File: config.mk
export PLATFORM = sky130hd
export DESIGN_NAME = term_char_writer
export DESIGN_NICKNAME = d
export VERILOG_FILES = /design/src/rtl/term_char_writer.sv
export SDC_FILE = /design/constraint.sdc
export NUM_CORES = 1
export LEC_CHECK = 0
export ABC_AREA = 0
export CORE_MARGIN = 1
export CORE_UTILIZATION = 49
export CTS_BUF_LIST = sky130_fd_sc_hd__clkbuf_8
export DETAILED_ROUTE_END_ITERATION = 10
export PLACE_DENSITY = 0.78
export SLEW_MARGIN = 10
export SYNTH_ARGS = -nofsm -noshare
export SYNTH_HDL_FRONTEND = slang
export SYNTH_SLANG_ARGS = --single-unit
File: constraint.sdc
create_clock -name clk -period 1.7 [get_ports clk]
set_clock_uncertainty 0.1 [all_clocks]
set_input_delay 0.425 -clock clk [delete_from_list [all_inputs] [get_ports clk]]
set_output_delay 0.425 -clock clk [all_outputs]
set_load 0.02 [all_outputs]
File: src/rtl/term_char_writer.sv
// term_char_writer: character-entry controller for the Apple-1 video terminal.
// Takes 7-bit ASCII from the PIA using a DA/RDA handshake and tracks the 40x24
// cursor. For each printable character it issues a one-cycle write strobe,
// with the character code and cursor address, to the screen-memory write
// logic. When the cursor runs past the last row it requests a one-line
// scroll and waits for the acknowledge before accepting the next character.
module term_char_writer #(
    parameter int         COLS    = 40,
    parameter int         ROWS    = 24,
    parameter logic [6:0] CR_CODE = 7'h0D
) (
    input  logic       clk,
    input  logic       reset_n,
    input  logic       dav,
    input  logic [6:0] data,
    input  logic       clr,
    input  logic       scroll_ack,
    output logic       rda,
    output logic       char_we,
    output logic [5:0] char_out,
    output logic [5:0] wr_col,
    output logic [4:0] wr_row,
    output logic       scroll_req
);

    localparam logic [5:0] COL_LAST = 6'(COLS - 1);
    localparam logic [4:0] ROW_LAST = 5'(ROWS - 1);

    typedef enum logic [2:0] {
        ST_IDLE,
        ST_DECODE,
        ST_ADVANCE,
        ST_NEWLINE,
        ST_SCROLL,
        ST_DONE
    } state_t;

    state_t     state_q, state_d;
    logic [5:0] col_q, col_d;
    logic [4:0] row_q, row_d;
    logic [6:0] char_reg_q, char_reg_d;
    logic       dav_hist_q, dav_hist_d;
    logic       rda_q, rda_d;
    logic       char_we_q, char_we_d;
    logic [5:0] char_out_q, char_out_d;
    logic [5:0] wr_col_q, wr_col_d;
    logic [4:0] wr_row_q, wr_row_d;
    logic       scroll_req_q, scroll_req_d;

    logic       trigger;
    logic       printable;

    // Rising edge of dav starts a character; history resets high so a dav
    // already asserted when reset is released is not taken as new data.
    assign trigger   = dav & ~dav_hist_q;
    assign printable = (char_reg_q >= 7'h20) && (char_reg_q <= 7'h5F);

    // Next-state and registered-output logic; clr overrides every state.
    always_comb begin
        state_d      = state_q;
        col_d        = col_q;
        row_d        = row_q;
        char_reg_d   = char_reg_q;
        dav_hist_d   = dav;
        rda_d        = rda_q;
        char_we_d    = 1'b0;
        char_out_d   = char_out_q;
        wr_col_d     = wr_col_q;
        wr_row_d     = wr_row_q;
        scroll_req_d = scroll_req_q;

        if (clr) begin
            state_d      = ST_IDLE;
            col_d        = 6'd0;
            row_d        = 5'd0;
            rda_d        = 1'b1;
            scroll_req_d = 1'b0;
        end else begin
            case (state_q)
                ST_IDLE: begin
                    if (trigger) begin
                        char_reg_d = data;
                        rda_d      = 1'b0;
                        state_d    = ST_DECODE;
                    end
                end
                ST_DECODE: begin
                    if (printable) begin
                        char_we_d  = 1'b1;
                        char_out_d = char_reg_q[5:0];
                        wr_col_d   = col_q;
                        wr_row_d   = row_q;
                        state_d    = ST_ADVANCE;
                    end else if (char_reg_q == CR_CODE) begin
                        state_d = ST_NEWLINE;
                    end else begin
                        state_d = ST_DONE;
                    end
                end
                ST_ADVANCE: begin
                    if (col_q == COL_LAST) begin
                        col_d   = 6'd0;
                        state_d = ST_NEWLINE;
                    end else begin
                        col_d   = col_q + 6'd1;
                        state_d = ST_DONE;
                    end
                end
                ST_NEWLINE: begin
                    col_d = 6'd0;
                    if (row_q < ROW_LAST) begin
                        row_d   = row_q + 5'd1;
                        state_d = ST_DONE;
                    end else begin
                        scroll_req_d = 1'b1;
                        state_d      = ST_SCROLL;
                    end
                end
                ST_SCROLL: begin
                    if (scroll_ack) begin
                        scroll_req_d = 1'b0;
                        state_d      = ST_DONE;
                    end
                end
                ST_DONE: begin
                    rda_d   = 1'b1;
                    state_d = ST_IDLE;
                end
                default: begin
                    state_d = ST_IDLE;
                    rda_d   = 1'b1;
                end
            endcase
        end
    end

    // State and output registers with asynchronous active-low reset.
    always_ff @(posedge clk or negedge reset_n) begin
        if (!reset_n) begin
            state_q      <= ST_IDLE;
            col_q        <= 6'd0;
            row_q        <= 5'd0;
            char_reg_q   <= 7'd0;
            dav_hist_q   <= 1'b1;
            rda_q        <= 1'b1;
            char_we_q    <= 1'b0;
            char_out_q   <= 6'd0;
            wr_col_q     <= 6'd0;
            wr_row_q     <= 5'd0;
            scroll_req_q <= 1'b0;
        end else begin
            state_q      <= state_d;
            col_q        <= col_d;
            row_q        <= row_d;
            char_reg_q   <= char_reg_d;
            dav_hist_q   <= dav_hist_d;
            rda_q        <= rda_d;
            char_we_q    <= char_we_d;
            char_out_q   <= char_out_d;
            wr_col_q     <= wr_col_d;
            wr_row_q     <= wr_row_d;
            scroll_req_q <= scroll_req_d;
        end
    end

    assign rda        = rda_q;
    assign char_we    = char_we_q;
    assign char_out   = char_out_q;
    assign wr_col     = wr_col_q;
    assign wr_row     = wr_row_q;
    assign scroll_req = scroll_req_q;

endmodule

-- After elaboration in Yosys (flattened, before gate mapping)
Index checks and enable logic that the tools add are counted.
- register bits after elaboration: 42
- bits in latches: 0
- memory bits (writable): 0
- ROM bits: 0
- input port bits: 12
- output and inout port bits: 20
- logic and storage cells: 66
- memories kept: 0
- add/subtract/negate cells: 2
- multiply operators: 0
- divide/modulo/power cells: 0
- $lt $le $gt $ge: 3
- equality and inequality tests: 10
- shift-type cells: 0
- mux-type cells: 24
- bitwise operators: 3
- reduce and logical (&&, ||, !) cells: 13
- operators with widths (operator ; count):
    3-bit 2-to-1 mux ; 6
    5-bit 2-to-1 mux ; 3
    3-bit case mux with 5 select lines ; 1
    6-bit 2-to-1 mux ; 2
    6-bit case mux with 2 select lines ; 1
    1-bit 2-to-1 mux ; 9
    3-bit != test (second input constant) ; 3
    3-bit AND reduction ; 3
    7-bit by 4-bit == test with 1-bit output (second input constant) ; 1
    7-bit by 6-bit greater-or-equal comparator with 1-bit output (second input constant) ; 1
    7-bit <= comparator (second input constant) ; 1
    6-bit by 1-bit adder with 6-bit output (second input constant) ; 1
    3-bit by 2-bit == test with 1-bit output (second input constant) ; 2
    6-bit == test (second input constant) ; 1
    2-bit AND reduction ; 3
    3-bit nonzero test ; 2
    5-bit by 1-bit adder with 5-bit output (second input constant) ; 1
    5-bit < comparator (second input constant) ; 1
    1-bit case mux with 2 select lines ; 2
    2-bit nonzero test ; 2
    4-bit OR reduction ; 1
    3-bit by 1-bit == test with 1-bit output (second input constant) ; 1
    3-bit == test (second input constant) ; 1
    3-bit logical NOT ; 1
    other kinds (4) ; 5

-- Depth between registers and ports, before layout
- depth in word-level cells: 5
- mapped depth: 7
- mapped depth without buffers: 5

-- Least setup slack after synthesis
No wires, ideal clock.
- path kind: reg2reg
- start point: reg state_q[1]
- end point: reg char_out_q[0] (netlist: char_out[0])
- library setup time: 0.125 ns
- arrival: 1.616 ns
- required time: 1.475 ns
- path slack: -0.141 ns
- stages on the path, launching flop included: 8
- path buffers: 3
- clock period less this slack: 1.841 ns
- cell sequence: dfrtp_1 > clkbuf_1 > inv_1 > nand2_1 > or4_1 > buf_6 > buf_12 > mux2_4
- longest elaborated chain between the ends: 2
- ends and longest elaborated chain (element ; line ; source):
    start: declaration ; 38 ; state_t state_q, state_d;
    start signal: assignment ; 152 ; state_q <= state_d;
    3-bit by 1-bit == test with 1-bit output ; 79 ; case (state_q)
    3-bit AND reduction (no line) ; -- ;
    end signal: assignment ; 159 ; char_out_q <= char_out_d;
    end: declaration ; 45 ; logic [5:0] char_out_q, char_out_d;
Every way passes these cells.
A chain may end at the register's enable or synchronous reset.

-- Worst setup path after layout
- start point: in clr
- end point: reg wr_col_q[1] (netlist: wr_col[1])
- longest elaborated chain between the ends: 2
- ends and longest elaborated chain (element ; line ; source):
    start: declaration ; 16 ; input logic clr,
    1-bit NOT (no line) ; -- ;
    3-bit AND reduction (no line) ; -- ;
    end signal: assignment ; 160 ; wr_col_q <= wr_col_d;
    end: declaration ; 46 ; logic [5:0] wr_col_q, wr_col_d;
Every way passes these cells.

==> impl_results.md <==
* Status: finished, violations left
* Failing checks: negative setup slack
* DRC Markers at 0
* Critical path arrival at 1.89 ns
* Post-DRT Antenna Nets at 0
* Clock-pin slew on the worst setup and hold paths at 0.08 ns
* CTS tree: yes
* Drt wl/cell at 15.1 um
* N_diodes at 0
* Critical Setup Path Class: primary input to flip-flop
* Worst setup EP type: flip-flop
* Worst slew pin tran at 0.394 ns
* Clock sinks at 42
* Boundary Pins at 32
* Syn Inst Count at 150
* Reg-to-Reg Start: char_reg_q[6]
* Critical R2R Capture: wr_col[1]
* Comb pwr share at 35.8%
* Overall Global Routing Usage at 20.9%
* Skew-Pair Late Insertion Delay at 0.30 ns
* R2R Setup Slk at -0.09 ns
* Placer Congestion at 0.811
* Sequential share of the synthesized area at 55.8%
* Hold path depth at 1
* FP Rows at 22
* CP max stage cell: or4_4
* Worst setup SP type: primary input
* Synth Net Count at 164
* WP data required at 1.79 ns
* I/O Buffers at 31
* Grt total ovfl at 0
* DP Wirelength at 2690 um
* Die Height at 64.1 um
* Final hold vios at 0
* P&R area growth vs syn at 36.9%
* Synth cell types at 41
* Area of the multi-input gates at 820 um2
* Seq pwr share at 40.7%
* Register area at 1050 um2
* First-pass GRT wire length at 6380 um
* Crit Path Max Fanout at 12
* Mapped cell area at 1890 um2
* Final setup fails at 18
* CP peak stage delay at 0.55 ns
* Initial core utilization at 51.2%
* Tcrit/Tclk final at 106%
* Cells after DPL at 243
* Leakage at 1.26 nW
* Post-route insts no fill at 257
* Die Area at 4110 um2
* Largest area contributor in the netlist: dfrtp_1
* Switching power at 1.04 mW
* Yosys top cell area share at 53.0%
* Iteration count of the initial detailed-routing pass at 4
* Time the worst path needs with I/O delays and setup at 1.80 ns
* Share of flip-flops with an asynchronous set or reset at 100%
* Routed WL at 3880 um
* Nets at 222
* DR vias/cell at 5.35
* Clk buf depth at 2
* End point of the critical path: wr_col[1]
* Clk pwr share at 23.5%
* Core footprint at 3690 um2
* Post-route setup slack at -0.103 ns
* Share of layout cells above drive strength 1 at 34.4%
* H-Tree Depth at 2
* CTS Root Cell: clkbuf_8
* R2r worst-path depth at 4
* Die X at 64.1 um
* Worst VDD drop at 652 uV
* Critical Path Source: clr
* Most common cell after layout, fill and taps aside: dfrtp_1
* Synth Flop Type: dfrtp_1
* Switching share of power at 31.2%
* Iter 0 DRT Violations at 57
* FMAX at 0.555 GHz
* Total power at 3.33 mW
* Initial antenna violation count at 0
* Int Pwr at 2.29 mW
* Max cap viols at 0
* Total vias in the final route at 1375
* Commonest cells after routing, fill and taps aside: 40 x dfrtp_1, 20 x buf_4, 19 x dlygate4sd2_1
* RSZ-0062 raised after global routing: yes
* Pin count of the biggest net entering global routing at 27
* # fillers at 287
* Hold crit path type: flip-flop to flip-flop
* Pins Over Slew Limit at 0
* Post-synth EDFFs at 0
* CTS Buf Count at 5
* Relative slew slack at 73.7%
* Ys Warns at 0
* Synth area leaders: dfrtp_1 53%, mux2_2 8.9%, mux2_4 7.2%, dfstp_2 2.8%, nor2_1 2.4%
* Crit-path cells: clkdlybuf4s50_1, or4_4, buf_12, mux2_4
* Synthesized area per cell at 12.6 um2
* Vias in the first global route at 1363
* Seq cells post-synth at 42
* PwrDens at 1290 nW/um2
-- cells in the mapped netlist, types with 2 or more instances --
library cell	count
nand3_1	4
nand2_1	7
a2111oi_0	2
nand3b_1	3
clkbuf_1	4
dfstp_2	2
a211oi_1	2
mux2_2	15
dfrtp_1	40
nor2_1	12
nor3_1	2
ha_1	2
mux2_4	9
nor2b_1	2
a21oi_1	4
and2_1	2
xnor2_1	5
inv_1	5
o21ai_0	6
-- flip-flops by register name (all words and copies together), names as in the netlist --
signal,count
wr_row,5
char_reg_q,7
state_q,3
rda,1
scroll_req,1
row_q,5
col_q,6
dav_hist_q,1
wr_col,6
char_we,1
char_out,6
-- power by group through the flow --
stage / combinational, mW / sequential [mW] / clock [mW]
floorplan: 0.568 / 1.46 / 0
global placement: 1.11 / 1.36 / 0
detailed placement: 1.15 / 1.37 / 0
CTS: 1.14 / 1.35 / 0.805
global route: 1.28 / 1.38 / 0.842
finish: 1.19 / 1.35 / 0.783
-- critical path: cells and delay by family --
| family | cells | cell delay [ns] |
|---|---|---|
| and+or+nand+nor | 1 | 0.55 |
| buffers and inverters | 2 | 0.61 |
| muxes | 1 | 0.30 |
-- cell type report --
cell class              count  share of cell area (%)
flip-flops and latches     42                    40.8
clock inverters             3                    1.74
clock buffers               5                    2.66
inverters                   5                   0.726
repair buffers             57                    20.1
multi-input cells          97                    31.7
well taps                  48                    2.32
-- per-stage QoR --
stage	utilization (%)	hold slack [ns]	setup TNS, ns	worst slack (ns)	instance area (um2)
floorplan	-	0.0294	-1.04	-0.115	1890
global placement	64.7	0.258	-9.23	-0.412	2380
finish	70.1	0.406	-1.36	-0.103	2580
global route	70.1	0.424	-1.98	-0.136	2580
CTS	69.0	0.411	-1.09	-0.115	2550
detailed placement	64.7	0.273	-10.09	-0.431	2380
-- timing repair --
item,4_1_cts,5_1_grt
resized for setup,30,8
buffers inserted,3,2
hold buffers,1,0
endpoints found under the setup margin,41,26
pin swaps,4,3
hold endpoints to repair,16,0
-- kinds of logic after synthesis --
group,share of synthesized area [%]
xor+xnor,2.78
flops,55.8
fa+ha+maj,1.33
mux,16.6
simple gates,11.0
buf+inv,3.45
compound gates,9.01
-- worst min path at each step --
stage	slack (ns)	from	endpoint
detailed placement	0.27	reset_n	wr_col[4]
finish	0.41	wr_col[5]	wr_col[5]
global placement	0.26	reset_n	wr_col[2]
global route	0.42	char_out[5]	char_out[5]
floorplan	0.03	reset_n	char_out[0]
CTS	0.41	wr_col[5]	wr_col[5]
-- per-layer routing --
layer	track usage [%]	vias up	wire length, um
li1	-	653	-
met1	24.9	660	1610
met2	33.8	49	1930
met3	5.89	13	195
met4	11.6	0	140
met5	0	-	0
(Power assumes the default switching activity.)
